==> src/rtl/prog_loader_pkg.sv <==
// Shared loader definitions: FSM states, byte framing constants and the processor halt word.
package prog_loader_pkg;

  typedef enum logic [1:0] {StHdr, StLoad, StDone, StErr} load_state_e;

  localparam int unsigned HdrBytes  = 4;
  localparam int unsigned WordBytes = 4;
  localparam logic [31:0] HaltWord  = 32'h000f0033;

endpackage

==> src/rtl/prog_loader_byte_packer.sv <==
// Little-endian byte-to-word packer; flags the completing byte combinationally and
// pulses word_vld the cycle after, with the finished word held on word.
module prog_loader_byte_packer
  import prog_loader_pkg::*;
#(
  parameter int unsigned Bytes = WordBytes
) (
  input  logic        clk,
  input  logic        rst,
  input  logic        byte_en,
  input  logic [7:0]  byte_data,
  output logic        last,
  output logic [31:0] word_next,
  output logic [31:0] word,
  output logic        word_vld
);

  localparam int unsigned IdxW = $clog2(Bytes);

  logic [IdxW-1:0] idx_q;
  logic [31:0]     shift_q;

  assign word_next = {byte_data, shift_q[31:8]};
  assign last      = byte_en && (idx_q == IdxW'(Bytes - 1));

  always_ff @(posedge clk) begin
    if (rst) begin
      idx_q    <= '0;
      shift_q  <= '0;
      word     <= '0;
      word_vld <= 1'b0;
    end else begin
      word_vld <= last;
      if (byte_en) begin
        shift_q <= word_next;
        idx_q   <= idx_q + 1'b1;
      end
      if (last) begin
        word <= word_next;
      end
    end
  end

endmodule

==> src/rtl/prog_loader.sv <==
// Boot loader: takes a 4-byte little-endian word count then that many little-endian
// words from a byte stream, writes them to instruction memory, then enables the CPU.
module prog_loader
  import prog_loader_pkg::*;
#(
  parameter int unsigned ADDR_W    = 12,
  parameter int unsigned MAX_WORDS = 4096
) (
  input  logic              w_clk,
  input  logic              w_rst,
  input  logic              w_in_valid,
  input  logic [7:0]        w_in_data,
  output logic              w_in_ready,
  output logic              w_we,
  output logic [ADDR_W-1:0] w_waddr,
  output logic [31:0]       w_wdata,
  output logic              w_cpu_ce,
  output logic              w_done,
  output logic              w_err,
  output logic [ADDR_W:0]   w_count
);

  localparam logic [ADDR_W:0] One = {{ADDR_W{1'b0}}, 1'b1};

  load_state_e       state_q, state_d;
  logic [ADDR_W:0]   len_q, cnt_q;
  logic [ADDR_W-1:0] waddr_q;
  logic              body_q, done_q;
  logic              accept, last, word_vld;
  logic [31:0]       word_next, word;

  assign w_in_ready = !w_rst && (state_q == StHdr || state_q == StLoad);
  assign accept     = w_in_valid && w_in_ready;

  // Header and body words share one packer since both use the same 4-byte framing.
  prog_loader_byte_packer #(
    .Bytes (HdrBytes)
  ) u_packer (
    .clk       (w_clk),
    .rst       (w_rst),
    .byte_en   (accept),
    .byte_data (w_in_data),
    .last      (last),
    .word_next (word_next),
    .word      (word),
    .word_vld  (word_vld)
  );

  always_comb begin
    state_d = state_q;
    unique case (state_q)
      StHdr: begin
        if (last) begin
          if (word_next == '0) begin
            state_d = StDone;
          end else if (word_next > 32'(MAX_WORDS)) begin
            state_d = StErr;
          end else begin
            state_d = StLoad;
          end
        end
      end
      StLoad: begin
        if (last && (cnt_q == len_q - One)) begin
          state_d = StDone;
        end
      end
      StDone: state_d = StDone;
      StErr:  state_d = StErr;
    endcase
  end

  always_ff @(posedge w_clk) begin
    if (w_rst) begin
      state_q <= StHdr;
      len_q   <= '0;
      cnt_q   <= '0;
      waddr_q <= '0;
      body_q  <= 1'b0;
      done_q  <= 1'b0;
    end else begin
      state_q <= state_d;
      body_q  <= (state_q == StLoad);
      // Registered a cycle behind the state so the final write lands before CPU start.
      done_q  <= (state_q == StDone);
      if (state_q == StHdr && last) begin
        len_q <= word_next[ADDR_W:0];
      end
      if (state_q == StLoad && last) begin
        waddr_q <= cnt_q[ADDR_W-1:0];
        cnt_q   <= cnt_q + One;
      end
    end
  end

  assign w_we     = word_vld && body_q;
  assign w_waddr  = waddr_q;
  assign w_wdata  = word;
  assign w_count  = cnt_q;
  assign w_done   = done_q;
  assign w_cpu_ce = done_q;
  assign w_err    = (state_q == StErr);

endmodule

==> config.mk <==
export PLATFORM = sky130hd
export DESIGN_NAME = prog_loader
export DESIGN_NICKNAME = d
export VERILOG_FILES = /design/src/rtl/prog_loader_pkg.sv /design/src/rtl/prog_loader_byte_packer.sv /design/src/rtl/prog_loader.sv
export SDC_FILE = /design/constraint.sdc
export NUM_CORES = 1
export LEC_CHECK = 0
export BUFFER_PORTS_ARGS = -buffer_cell sky130_fd_sc_hd__buf_4
export CORE_UTILIZATION = 58
export CTS_BUF_LIST = sky130_fd_sc_hd__clkbuf_4
export DETAILED_ROUTE_END_ITERATION = 8
export HOLD_SLACK_MARGIN = 0.12
export PLACE_DENSITY = 0.82
export SYNTH_ARGS = -nofsm -noshare
export SYNTH_HDL_FRONTEND = slang
export SYNTH_SLANG_ARGS = --single-unit
==> constraint.sdc <==
create_clock -name w_clk -period 3.6 [get_ports w_clk]
set_input_delay 0.54 -clock w_clk [delete_from_list [all_inputs] [get_ports w_clk]]
set_output_delay 0.54 -clock w_clk [all_outputs]
set_load 0.03 [all_outputs]
==> results of run 1 <==
flip-flops by register name, indices dropped and copies added, names as in the netlist:
register	cells
u_packer.word_vld	1
u_packer.word	32
u_packer.shift_q	24
body_q	1
state_q	2
len_q	13
w_waddr	12
u_packer.idx_q	2
w_count	13
w_cpu_ce	1
layer usage:
| metal | global-route usage, % | wire (microns) | vias to the layer above | share of wire (%) |
|---|---|---|---|---|
| li1 | - | - | 1889 | - |
| met1 | 34.8 | 4360 | 1790 | 44 |
| met2 | 46.2 | 4890 | 97 | 49 |
| met3 | 4.90 | 514 | 12 | 5.2 |
| met4 | 9.69 | 129 | 0 | 1.3 |
| met5 | 0 | 0 | - | 0 |
worst max-delay path by stage:
stage | cells after the start | startpoint | to | slack (ns)
floorplan | 7 | len_q[3] | state_q[1] | 1.46
global placement | 8 | w_rst | w_count[5] | 1.34
detailed placement | 8 | w_rst | w_count[5] | 1.29
CTS | 6 | len_q[3] | state_q[1] | 1.33
global route | 8 | len_q[0] | state_q[1] | 1.22
finish | 6 | len_q[3] | state_q[1] | 1.31
cell type report:
type	instances	area (sq um)
clock inverter	5	82.6
tap	96	120
multi-input combinational	392	2090
fill	554	1950
sequential	101	2020
timing repair buffer	78	586
clock buffer	11	82.6
inverter	4	15.0
kinds of logic after synthesis:
logic type / Yosys count / share of synthesized area [%]
simple gates: 237 / 26.1
buf+inv: 38 / 3.78
fa+ha+maj: 3 / 0.879
mux: 2 / 0.498
flops: 101 / 47.4
xor+xnor: 27 / 5.89
compound gates: 123 / 15.5
power by group:
part	total (W)	switching, W	internal [W]	leakage (nW)
clock network	0.000663	0.000362	0.000301	0.0914
logic	0.0000786	0.0000478	0.0000308	1.01
registers	0.00116	0.0000208	0.00113	0.816
cells in the mapped netlist (2+ instances only):
| library cell | instances | share of area, % |
|---|---|---|
| nand4_1 | 3 | 0.44 |
| nor2b_1 | 2 | 0.29 |
| nand2b_1 | 27 | 4.0 |
| a211oi_1 | 2 | 0.35 |
| clkbuf_1 | 31 | 2.7 |
| dfxtp_1 | 101 | 47 |
| or3_1 | 3 | 0.44 |
| nor2_1 | 23 | 2.0 |
| a21oi_1 | 64 | 7.5 |
| nor3_1 | 2 | 0.23 |
| and3_1 | 2 | 0.29 |
| buf_6 | 2 | 0.53 |
| xnor2_1 | 11 | 2.3 |
| ha_1 | 3 | 0.88 |
| a311oi_1 | 2 | 0.41 |
| and4_1 | 2 | 0.41 |
| nor4_1 | 12 | 1.8 |
| a31oi_1 | 2 | 0.29 |
| o21ai_0 | 45 | 5.3 |
| inv_1 | 3 | 0.26 |
| nor3b_1 | 2 | 0.35 |
| and2_1 | 5 | 0.73 |
| xor2_1 | 15 | 3.1 |
| nand2_1 | 140 | 12 |
| nand3_1 | 4 | 0.47 |
worst max-delay path: stages, from the launching register on:
cell and delay, ns:
dfxtp_1 0.42, or4_4 0.60, nor3_4 0.20, a21oi_2 0.07
or4_1 0.51, and4_1 0.20, a31o_1 0.21
through the flow:
stage	power, W	instances	utilization (%)	hold slack (ns)	setup slack, ns
after global routing	0.00196	687	72.0	0.271	1.22
after floorplan	0.00123	531	-	0.453	1.46
after detailed placement	0.00126	671	69.6	0.448	1.29
after global placement	0.00126	671	69.6	0.443	1.34
after CTS	0.00191	687	72.0	0.275	1.33
final	0.00190	687	72.0	0.282	1.31
==> flow_summary_export.csv, run 1 <==
group,metric,value,unit
run_status,outcome,"finished clean",
clock_network,tritoncts,"yes",
yosys,post_synth_edffs,0,
sta,clock-skew-final,0.0190,ns
finish,final_common_cell,"nand2_1",
global_routing,globalRouteTotalUtil,27.2,%
finish,finalInstanceArea,5000,sq um
floorplan,design.die.area,7710,sq um
hold_path,min-delay-path-class,"in -> reg",
clock_network,cts_setup_buffers,0,
power_and_ir_drop,irDropWorstVdd,0.248,mV
setup_path,worstRegToRegCells,6,
routing,drt-total-wl,9890,microns
power_and_ir_drop,static_power_due_to_leakage,1.92,nW
sta,timing.final.crit_period,2.29,ns
placed_design,dpl_cell_area,4830,sq um
sta,final.period_utilization,63.5,%
setup_path,critical_path_arrival,2.64,ns
sta,setup_violations,0,
yosys,synth-seq-cells,101,
finish,most-common-layout-cells,"nand2_1, dfxtp_1, buf_4",
setup_path,cp-end-kind,"flip-flop",
routing,route.detailed.vias_per_inst,5.51,
floorplan,placement_rows,30,
sta,rsz0062_at_grt,"false",
yosys,avgSynthCellArea,8.04,sq um
floorplan,dieWidth,87.8,microns
hold_path,min_path_cells,2,
setup_path,timing.setup.critical_path_class,"reg -> reg",
sta,fmax,437,MHz
clock_network,clkLatencyLatePin,0.45,ns
routing,num_vias,3788,
power_and_ir_drop,pwr_density_cell,379,nW/um^2
setup_path,worstPathRequired,3.95,ns
yosys,synth-seq-area-share,47.4,%
floorplan,initial_utilization,61.5,%
sta,slew_violations,0,
hold_path,timing.hold.worst_endpoint,"u_packer.idx_q[0]",
finish,layout.nets,600,
clock_network,clock_sink_count,101,
clock_network,clock-root-buffer,"clkbuf_4",
setup_path,worst_r2r_startpoint,"len_q[3]",
yosys,synthesis.area,4270,sq um
routing,detailedRoute.firstIterationViolations,318,
global_routing,grt_antenna_before_repair,0,
finish,flow.area_growth_from_synthesis,17.1,%
routing,dr.pass1.iters,5,
finish,insertedDiodeCount,0,
yosys,ys_dominant_reg_cell,"dfxtp_1",
clock_network,cts_inserted_buffers,9,
clock_network,htree_levels,3,
setup_path,path_max_fanout,10,
clock_network,clock_tree.buffer_depth,2,
hold_path,min_from,"w_rst",
clock_network,postCtsHoldBufs,0,
yosys,yosysWarningCount,0,
routing,postRouteAntennaNets,0,
clock_network,clkSlewWorstSetupHoldPaths,0.14,ns
floorplan,die-height,87.8,microns
clock_network,postCtsResizedCells,0,
global_routing,grt_first_pass_wirelength,16400,microns
placed_design,port_buffers,72,
sta,timing.final.hold_violations,0,
finish,post_route_cells_drive_above_1_share,17.4,%
setup_path,critical_path.reg2reg.endpoint,"state_q[1]",
setup_path,critical_path.startpoint_type,"flip-flop",
sta,max_slew.worst_pin.slew,0.899,ns
global_routing,grt_start_max_net_pins,98,
routing,wire_per_inst,14.4,microns
yosys,async_reset_ff_share,0,%
routing,drc,0,
job,cap_violations,0,
floorplan,design.core.area,6940,sq um
global_routing,gr-total-overflow,0,
yosys,synth_cells,531,
floorplan,top_level_ports,73,
placed_design,replace_congestion,0.863,
global_routing,grt_pass1_vias,3488,
setup_path,minimum_setup_slack_among_reg_to_reg_paths,1.31,ns
placed_design,place_hpwl,6870,microns
yosys,syn-num-nets,545,
sta,final.setup.tns,0,ns
sta,timing.slew.headroom,40.1,%
yosys,netlist-cell-type-count,48,
(Power assumes the default switching activity.)
==> run 2, diff against run 1 <==
--- a/config.mk
+++ b/config.mk
@@ -5,6 +5,7 @@
 export SDC_FILE = /design/constraint.sdc
 export NUM_CORES = 1
 export LEC_CHECK = 0
+export ABC_AREA = 1
 export BUFFER_PORTS_ARGS = -buffer_cell sky130_fd_sc_hd__buf_4
 export CORE_UTILIZATION = 58
 export CTS_BUF_LIST = sky130_fd_sc_hd__clkbuf_4
==> constraint.sdc (replaced) <==
create_clock -name w_clk -period 2.3 [get_ports w_clk]
set_input_delay 0.345 -clock w_clk [delete_from_list [all_inputs] [get_ports w_clk]]
set_output_delay 0.345 -clock w_clk [all_outputs]
set_load 0.03 [all_outputs]
==> run 2 against run 1 <==
  * Register-to-register slack got worse by 0.91 ns
  * Count of clock-buffer cells in the layout shrank 1
  * Synthesized area shrank 1.3%
  * Non-clock buffer count up 9
==> flow_summary_export.csv, run 2 <==
group,metric,value,unit
sta,fmax,528,MHz
setup_path,worstPathRequired,2.65,ns
routing,detailedRoute.firstIterationViolations,250,
routing,num_vias,3987,
power_and_ir_drop,pwr_density_cell,584,nW/um^2
sta,final.setup.tns,0,ns
clock_network,tritoncts,"yes",
setup_path,timing.critical_path.buf_inv,1,
setup_path,slowest_stage,"dfxtp_1",
hold_path,min_from,"w_rst",
finish,largest-register,"u_packer.word",
clock_network,cts_setup_buffers,0,
global_routing,grt_first_pass_wirelength,16500,microns
clock_network,cts_inserted_buffers,9,
global_routing,gr-total-overflow,0,
setup_path,timing.setup.critical_path_class,"reg -> reg",
sta,rsz0062_at_grt,"false",
yosys,post_synth_edffs,0,
floorplan,design.die.area,7610,sq um
routing,route.detailed.vias_per_inst,5.33,
routing,wire_per_inst,13.4,microns
finish,layout.nets,661,
yosys,synth-seq-area-share,48.0,%
hold_path,min-delay-path-class,"in -> reg",
setup_path,worst_r2r_startpoint,"len_q[3]",
global_routing,grt_start_max_net_pins,50,
sta,slew_violations,0,
sta,setup_violations,0,
yosys,avgSynthCellArea,7.29,sq um
yosys,netlist.area_leader.share,48.0,%
floorplan,die-height,87.3,microns
setup_path,cp-end-kind,"flip-flop",
finish,flow.area_growth_from_synthesis,19.4,%
finish,largest_register_ff_count,32,
finish,fill_cells,565,
routing,drc,0,
yosys,synthesis.area,4220,sq um
setup_path,cp_top_family,"simple AND/OR/NAND/NOR gates",
yosys,ys_top_cells_by_count,"nand2_1, dfxtp_1, o21ai_0",
sta,final.period_utilization,82.4,%
sta,clock-skew-final,0.0121,ns
sta,timing.final.hold_violations,0,
finish,final_common_cell,"nand2_1",
setup_path,worstRegToRegCells,12,
floorplan,top_level_ports,73,
clock_network,clock_sink_count,101,
placed_design,port_buffers,72,
floorplan,placement_rows,30,
yosys,synth_top_cells_by_area,"dfxtp_1, nand2_1, o21ai_0",
routing,postRouteAntennaNets,0,
setup_path,critical_path_arrival,2.25,ns
yosys,synth_cells,578,
setup_path,path_max_fanout,5,
floorplan,dieWidth,87.3,microns
clock_network,postCtsResizedCells,0,
yosys,async_reset_ff_share,0,%
yosys,yosysMostFrequentCell,"nand2_1",
setup_path,minimum_setup_slack_among_reg_to_reg_paths,0.40,ns
yosys,synth.largest_area_cell,"dfxtp_1",
yosys,netlist-cell-type-count,31,
clock_network,htree_levels,3,
hold_path,min_path_cells,3,
sta,timing.slew.headroom,58.2,%
routing,dr.pass1.iters,5,
setup_path,critical_path.reg2reg.endpoint,"state_q[0]",
setup_path,critical_path.startpoint_type,"flip-flop",
global_routing,grt_antenna_before_repair,0,
floorplan,initial_utilization,61.0,%
setup_path,critical-path-top-cell-by-count,"nand2_1",
global_routing,globalRouteTotalUtil,27.9,%
routing,drt-total-wl,10100,microns
sta,fin_worst_hold_slack,0.393,ns
finish,largest_registers,"u_packer.word: 32 flops, u_packer.shift_q: 24 flops",
power_and_ir_drop,static_power_due_to_leakage,2.25,nW
clock_network,clkSlewWorstSetupHoldPaths,0.15,ns
hold_path,timing.hold.worst_endpoint,"u_packer.word[24]",
setup_path,path_cells,"nor2_1 -> nand2_1 -> nor2_1 -> nand3b_1 -> nand2_1 -> nand2_1 -> nor2_1 -> nand3_1 -> nand2_1 -> nand3_1 -> nand2_1 -> inv_1",
finish,most-common-layout-cells,"nand2_1, dfxtp_1, buf_4",
floorplan,design.core.area,6910,sq um
clock_network,postCtsHoldBufs,8,
global_routing,grt_pass1_vias,3625,
run_status,outcome,"finished clean",
yosys,synth-seq-cells,101,
job,cap_violations,0,
clock_network,clkLatencyLatePin,0.44,ns
yosys,syn-num-nets,592,
placed_design,place_hpwl,7090,microns
setup_path,cp_slowest_stage_delay,0.39,ns
placed_design,replace_congestion,0.873,
power_and_ir_drop,irDropWorstVdd,0.431,mV
finish,post_route_cells_drive_above_1_share,16.1,%
finish,insertedDiodeCount,0,
clock_network,clock-root-buffer,"clkbuf_4",
yosys,yosysWarningCount,0,
clock_network,clock_tree.buffer_depth,2,
sta,max_slew.worst_pin.slew,0.626,ns
sta,timing.final.crit_period,1.90,ns
yosys,ys_dominant_reg_cell,"dfxtp_1",
## run 2: kinds of logic (layout without fill, tap and decap cells)
group	count (synthesis)	after routing	synth area share [%]
DFF	101	101	48.0
AOI/OAI and AO/OA	116	116	14.1
and+or+nand+nor	272	272	28.0
xor gates and xnor gates	9	9	1.87
adders and majority gates	3	3	0.891
buffers and inverters	77	151	7.18
## run 2: worst reg2reg max path, cell delays in order (launching register included)
cell and delay (ns):
dfxtp_1 0.39, nor2_1 0.21, nand2_1 0.08, nor2_1 0.32, nand3b_1 0.14, nand2_1 0.09, nand2_1 0.06, nor2_1 0.11
nand3_1 0.14, nand2_1 0.10, nand3_1 0.07, nand2_1 0.06, inv_1 0.04
## run 2: how the worst max path moves through the flow
stage,cells after the start,startpoint,slack (ns),endpoint
global route,11,len_q[3],0.23,state_q[0]
global placement,9,w_rst,0.54,len_q[2]
detailed placement,13,len_q[0],0.46,state_q[0]
finish,12,len_q[3],0.40,state_q[0]
floorplan,12,w_rst,0.50,w_count[10]
CTS,12,len_q[3],0.45,state_q[0]
## run 2: stage by stage
step	instances	util, %	total power (W)	instance area, sq um	worst slack [ns]
after floorplan	578	-	0.00195	4220	0.496
after global placement	724	69.6	0.00200	4810	0.540
after detailed placement	724	69.6	0.00201	4810	0.465
after CTS	748	72.8	0.00294	5030	0.448
after global routing	748	72.8	0.00304	5030	0.230
final	748	72.8	0.00294	5030	0.405
## run 2: area by class of cell
type	count	area, sq um	area share [%]
clock buffers	10	75.1	1.49
well taps	96	120	2.39
multi-input cells	400	1890	37.6
clock inverters	6	70.1	1.39
inverters	48	180	3.58
repair buffers	87	673	13.4
flip-flops and latches	101	2020	40.2
## run 2: metal layers
layer  wire (microns)  global-route usage, %
met1             4540                   35.7
met2             5030                   47.7
met3              341                   4.36
met4              140                   9.99
met5                0                      0
## run 2: power by group
| group | internal (W) | switching, W |
|---|---|---|
| registers | 0.00178 | 0.0000263 |
| logic | 0.0000632 | 0.000111 |
| clock network | 0.000354 | 0.000603 |
